**src/rtl/mem_bus_arbiter.sv**
```systemverilog
// Two-to-one arbiter sharing one memory request port between ibus (fetch) and dbus.
// Optional macro ARB_ROUND_ROBIN_EN switches contention resolution from fixed dbus priority to round robin.
module mem_bus_arbiter #(
  parameter int unsigned ADDR_W = 32,
  parameter int unsigned DATA_W = 32
) (
  input  logic                clk,
  input  logic                resetn,
  input  logic                i_valid,
  input  logic [ADDR_W-1:0]   i_addr,
  output logic                i_addr_ok,
  output logic                i_data_ok,
  output logic [DATA_W-1:0]   i_rdata,
  input  logic                d_valid,
  input  logic [ADDR_W-1:0]   d_addr,
  input  logic [2:0]          d_size,
  input  logic [DATA_W/8-1:0] d_strobe,
  input  logic [DATA_W-1:0]   d_wdata,
  output logic                d_addr_ok,
  output logic                d_data_ok,
  output logic [DATA_W-1:0]   d_rdata,
  output logic                m_valid,
  output logic [ADDR_W-1:0]   m_addr,
  output logic [2:0]          m_size,
  output logic [DATA_W/8-1:0] m_strobe,
  output logic [DATA_W-1:0]   m_wdata,
  input  logic                m_addr_ok,
  input  logic                m_data_ok,
  input  logic [DATA_W-1:0]   m_rdata
);

  localparam int unsigned STRB_W = DATA_W / 8;

  typedef enum logic [2:0] {
    IDLE   = 3'd0,
    I_ADDR = 3'd1,
    I_DATA = 3'd2,
    D_ADDR = 3'd3,
    D_DATA = 3'd4
  } state_e;

  state_e state_q, state_d;
  logic   last_d_q, last_d_d;  // last owner was dbus
  logic   own_i, own_d, req_phase, data_phase, owner_valid, accept, done;

  // Owner: picked combinationally in IDLE, otherwise held by the state register
  always_comb begin
    own_i = 1'b0;
    own_d = 1'b0;
    case (state_q)
      IDLE: begin
`ifdef ARB_ROUND_ROBIN_EN
        if (d_valid && i_valid) begin
          own_d = !last_d_q;
          own_i = last_d_q;
        end else begin
          own_d = d_valid;
          own_i = i_valid;
        end
`else
        own_d = d_valid;
        own_i = !d_valid && i_valid;
`endif
      end
      I_ADDR, I_DATA: own_i = 1'b1;
      D_ADDR, D_DATA: own_d = 1'b1;
      default: ;
    endcase
  end

  assign req_phase   = (state_q == IDLE) || (state_q == I_ADDR) || (state_q == D_ADDR);
  assign data_phase  = (state_q == I_DATA) || (state_q == D_DATA);
  assign owner_valid = (own_i && i_valid) || (own_d && d_valid);
  assign m_valid     = resetn && req_phase && owner_valid;
  assign accept      = m_valid && m_addr_ok;
  // data_ok before the address is accepted is ignored
  assign done        = resetn && m_data_ok && (data_phase || accept);

  assign i_addr_ok = own_i && accept;
  assign d_addr_ok = own_d && accept;
  assign i_data_ok = own_i && done;
  assign d_data_ok = own_d && done;
  assign i_rdata   = resetn ? m_rdata : '0;
  assign d_rdata   = resetn ? m_rdata : '0;

  // Request payload mux; ibus is always a word read
  always_comb begin
    m_addr   = '0;
    m_size   = 3'd0;
    m_strobe = '0;
    m_wdata  = '0;
    if (resetn && own_d) begin
      m_addr   = d_addr;
      m_size   = d_size;
      m_strobe = d_strobe;
      m_wdata  = d_wdata;
    end else if (resetn && own_i) begin
      m_addr   = i_addr;
      m_size   = 3'd2;
      m_strobe = STRB_W'(0);
    end
  end

  always_comb begin
    state_d  = state_q;
    last_d_d = last_d_q;
    if (own_i || own_d) begin
      if (req_phase) begin
        if (!owner_valid || (m_addr_ok && m_data_ok)) begin
          state_d  = IDLE;
          last_d_d = own_d;
        end else if (m_addr_ok) begin
          state_d = own_d ? D_DATA : I_DATA;
        end else begin
          state_d = own_d ? D_ADDR : I_ADDR;
        end
      end else if (m_data_ok) begin
        state_d  = IDLE;
        last_d_d = own_d;
      end
    end
  end

  always_ff @(posedge clk) begin
    if (!resetn) begin
      state_q  <= IDLE;
      last_d_q <= 1'b0;
    end else begin
      state_q  <= state_d;
      last_d_q <= last_d_d;
    end
  end

endmodule

```
**config.mk**
```make
export PLATFORM = sky130hd
export DESIGN_NAME = mem_bus_arbiter
export DESIGN_NICKNAME = d
export VERILOG_FILES = /design/src/rtl/mem_bus_arbiter.sv
export SDC_FILE = /design/constraint.sdc
export NUM_CORES = 1
export LEC_CHECK = 0
export BUFFER_PORTS_ARGS = -buffer_cell sky130_fd_sc_hd__buf_4
export CAP_MARGIN = 20
export CORE_AREA = 2 2 110 112
export CTS_CLUSTER_DIAMETER = 40
export DETAILED_ROUTE_END_ITERATION = 12
export DIE_AREA = 0 0 112 114
export HOLD_SLACK_MARGIN = 0.12
export PLACE_DENSITY = 0.46
export SYNTH_ARGS = -nofsm -noshare
export SYNTH_HDL_FRONTEND = slang
export SYNTH_SLANG_ARGS = --single-unit
```
**constraint.sdc**
```tcl
create_clock -name clk -period 2.1 [get_ports clk]
set_input_delay 0.315 -clock clk [delete_from_list [all_inputs] [get_ports clk]]
set_output_delay 0.315 -clock clk [all_outputs]
set_load 0.005 [all_outputs]
```
## Word level (Yosys, flattened, before mapping)

Cells that the tools add are included.

| operators by class | value |
|---|---|
| equality and inequality tests | 4 |
| mux-type cells | 15 |
| reduce and logical (&&, ||, !) cells | 29 |

Operators by type and width:

| operator | count |
|---|---|
| 2-to-1 mux 32 bit | 4 |
| 2-to-1 mux 3 bit | 6 |
| logical AND 1 bit | 15 |
| logical OR 1 bit | 7 |
| == test 3 x 2 -> 1 bit, second input constant | 2 |
| 2-to-1 mux 2 bit | 2 |
| 2-to-1 mux 4 bit | 1 |
| case mux 1 bit (2 select lines) | 2 |
| OR reduction 2 bit | 2 |
| == test 3 x 1 -> 1 bit, second input constant | 1 |
| == test 3 bit, second input constant | 1 |
| zero test 3 bit | 1 |
| zero test 1 bit | 2 |
| AND reduction 2 bit | 1 |
| nonzero test 2 bit | 1 |

| storage, ports and cells | value |
|---|---|
| register bits | 3 |
| input bits | 141 |
| word-level logic and storage cells | 49 |

## Depth between registers and ports, before layout

| depth | value |
|---|---|
| word-level depth | 10 |
| gate-level depth with buffers | 8 |
| mapped depth without buffers | 6 |

## Worst setup path before layout

OpenSTA, ideal clock, no wires.

| timing | value |
|---|---|
| path kind | register to output |
| from | reg state_q[1] |
| to | out m_addr[10] |
| arrival time | 1328 ps |
| data required time | 1785 ps |
| path slack | 457 ps |
| stages on the path, launching flop included | 7 |
| cells stage by stage | dfxtp_1 > buf_6 > or2_4 > o211a_1 > buf_6 > buf_6 > a32o_1 |

| between the ends | value |
|---|---|
| word-level cells in the longest chain between the ends | 6 |
| elaborated cells on any way between the ends | 13 |

RTL lines:

| item | RTL line | source |
|---|---|---|
| from (decl) | 42 | `state_e state_q, state_d;` |
| from (signal assigned) | 129 | `state_q <= state_d;` |
| == test 3 x 1 -> 1 bit / == test 3 x 2 -> 1 bit (equally long branches) | 50 | `case (state_q)` |
| OR reduction 2 bit | 50 |  |
| case mux 1 bit (2 select lines) | 50 |  |
| logical AND 1 bit | 97 | `end else if (resetn && own_i) begin` |
| 2-to-1 mux 32 bit | 97 |  |
| 2-to-1 mux 32 bit (*) | 92 | `if (resetn && own_d) begin` |
| to (decl) | 23 | `output logic [ADDR_W-1:0] m_addr,` |

Every way passes the cells marked *; elsewhere a longest branch is shown, timed or not.

## Worst setup path after layout

| timing | value |
|---|---|
| from | reg state_q[0] |
| to | out m_addr[29] |

The elaborated chain is that of the path after synthesis.

==> flow_summary.yaml <==
status:
  outcome: "complete, no violations"
sta:
  worst_slew_margin_rel: 0.7622
  setup_viol: 0
  setup-tns-final_ns: 0
  fin_worst_skew_ns: 0.001330
  report.final.slew_viol_count: 0
  unrepaired_setup_endpoints_after_global_routing: "false"
  tightestPinTransition_ns: 0.3518
  fin_crit_sh: 0.9573
  timing_hold_violations_final: 0
  worst_slack_ns: 0.08977
  timing.final.crit_period_ns: 2.010
  fin_worst_hold_slack_ns: 0.3256
  fmax_ghz: 0.4975
synthesis:
  synthesis.instances: 200
  mappedNetlistNets: 342
  synth.ff_latch_count: 3
  synthesis.area_mm2: 0.001451
  ys_types: 33
  register_area_share_after_synthesis: 0.04138
  synth.yosys.warnings: 0
  syn_avg_cell_area_um2: 7.257
worst_setup_path:
  r2r.worst_path.cells: 7
  critical_path.reg2reg.startpoint: "state_q[0]$_SDFFE_PN0P_"
  worst_path_required_time_ns: 1.78
  cpMaxStageDelayCell: "dfxtp_2"
  delay_of_the_slowest_critical_path_stage_ns: 0.34
  rr_endpoint: "state_q[2]$_SDFFE_PN0P_"
  arrival_ns: 1.70
  start_kind: "flop"
  critical_path.endpoint_type: "primary output"
  cp.buffers_inverters: 3
  cp_cell_instances: "or2_4, o22a_2, inv_4, buf_12, a32o_1, buf_4"
  critical_path_peak_fanout: 27
  worst_reg2reg_setup_slack_ns: 0.43
  cpLargestDelayFamily: "compound AO/OA/AOI/OAI gates"
  critPathKind: "reg2out"
grt:
  grt_pass1_wl_um: 11670
  grt.overflow.total: 0
  track_usage: 0.1111
  grt_max_degree: 98
  grt_antenna_before_repair: 0
  first_global_vias: 2310
route:
  via_per_inst: 4.344
  detail_route.wl_per_cell_um: 14.69
  detail_route.iter0.violations: 124
  detailroute.via_count: 2524
  drcViolationCount: 0
  wl_um: 8534
  drt_pre_antenna_iters: 4
  antenna_left: 0
floorplan:
  die_width_um: 112
  start_util: 0.1239
  placementRows: 40
  chipHeight_um: 114
  full_die_area_mm2: 0.01277
  pin_count: 281
  floorplan.core_area_mm2: 0.01171
clock_network:
  cts-htree-levels: 1
  postCtsSetupRepairBufs: 0
  clk_path_buf_depth: 2
  path_clk_slew_ns: 0.03
  tritoncts: "built"
  worst_skew_pair_latency_ns: 0.23
  cts_hold_repair.buffers: 0
  cts.sinks: 3
  cell_chosen_for_the_clock_root: "clkbuf_16"
  numCtsBuffers: 3
final_layout:
  num-nets-final: 577
  mostFrequentLayoutCells: "buf_4, and3_1, a32o_1, and2_1"
  largest_register_ffs: 3
  drive_gt1_frac: 0.6843
  fillCellCount: 1283
  register_with_the_most_flip_flops: "state_q"
  layout_commonest_cell: "buf_4"
  antenna_cells_inserted: 0
  layout_top_registers: "state_q (3)"
  multi_input_comb_area_um2: 980.9
  layout-area-overhead-vs-synth_pct: 144.1
  area.sequential_um2: 63.81
  post-route-cell-area_mm2: 0.003542
hold_path:
  hp-class: "in2reg"
  worstHoldStart: "m_addr_ok"
  worstHoldPathCells: 2
  hold-path-endpoint: "state_q[0]$_SDFFE_PN0P_"
placement:
  detailedPlacementHpwl_um: 6939
  place_worst_setup_slack_ns: 0.2246
  post_dp_cell_area_mm2: 0.003417
  io_buffers: 280
  place_congestion: 0.7138
run:
  maxCapViolCount: 0
power:
  max-vdd-ir-drop_mv: 0.2251
  power.leakage_nw: 1.988
  powerDensity_mw_per_mm2: 419.3
==> repair_timing <==
action | in CTS | in global routing
gates cloned | 0 | 1
resized for setup | 1 | 7
setup endpoints to repair | 2 | 55
==> how the worst max path moves through the flow <==
stage                       endpoint  slack [ns]  depth (start not counted)                    start
after floorplan           m_addr[10]        0.46                          6  state_q[1]$_SDFFE_PN0P_
after global placement     m_addr[2]        0.27                          6  state_q[1]$_SDFFE_PN0P_
after detailed placement   m_addr[2]        0.22                          6  state_q[1]$_SDFFE_PN0P_
after CTS                  m_addr[2]        0.01                          6  state_q[0]$_SDFFE_PN0P_
after global routing      m_addr[19]        0.01                          6  state_q[0]$_SDFFE_PN0P_
final                     m_addr[29]        0.09                          6  state_q[0]$_SDFFE_PN0P_
==> layout make-up <==
class | instances | share of cell area
clock buffer | 4 | 0.02225
inverter | 5 | 0.006005
multi-input combinational | 135 | 0.2769
sequential | 3 | 0.01801
tap | 147 | 0.05192
timing repair buffer | 287 | 0.6249
==> synthesized netlist by cell type <==
library cell | number | area share
dfxtp_1 | 3 | 0.041
mux2i_1 | 1 | 0.0069
nor4_1 | 2 | 0.0086
nor2b_1 | 2 | 0.0086
or2_4 | 1 | 0.0060
clkbuf_1 | 11 | 0.028
buf_6 | 5 | 0.039
nand3_1 | 2 | 0.0069
o31ai_1 | 1 | 0.0052
nor4bb_1 | 1 | 0.0069
o22a_2 | 1 | 0.0069
and2_1 | 32 | 0.14
a31oi_1 | 1 | 0.0043
a31o_1 | 1 | 0.0060
o211ai_1 | 2 | 0.010
o21ai_0 | 4 | 0.014
buf_4 | 35 | 0.18
nor4b_1 | 1 | 0.0060
a21oi_1 | 1 | 0.0034
clkbuf_2 | 3 | 0.010
nand2_1 | 4 | 0.010
xnor2_1 | 1 | 0.0060
nor3_1 | 1 | 0.0034
nor3b_1 | 1 | 0.0052
and3_1 | 38 | 0.16
o221a_2 | 1 | 0.0078
a32o_1 | 32 | 0.22
ha_1 | 1 | 0.0086
inv_1 | 4 | 0.010
buf_2 | 3 | 0.010
clkinv_2 | 1 | 0.0034
o211a_1 | 1 | 0.0069
nor2_1 | 2 | 0.0052
==> cells by family after synthesis <==
kind of cell,count (synthesis),synth area share
mux,1,0.006897
simple gates,87,0.3690
xor+xnor,1,0.006036
flops,3,0.04138
fa+ha+maj,1,0.008619
buf+inv,62,0.2827
compound gates,45,0.2853
==> per-layer routing <==
metal	routed length [um]	track usage	up-vias
met5	0	0	-
met4	25	0.01707	0
met3	931	0.02179	4
met2	4581	0.2202	181
met1	2996	0.1245	1157
li1	-	-	1182
==> report_power, final <==
part	internal, mW	switching, mW	total [mW]
combinational	0.660	0.434	1.09
sequential	0.0678	0.0182	0.0860
clock	0.251	0.0547	0.305
total	0.979	0.507	1.49
==> per-stage QoR <==
step           instances  total power, mW    util
2_1_floorplan        200           0.5702       -
3_3_place_gp         576            1.136  0.2918
3_5_place_dp         576            1.142  0.2918
4_1_cts              580            1.454  0.2986
5_1_grt              581            1.587  0.3025
6_report             581            1.485  0.3025
No activity file was read; power rests on OpenSTA's default activity.
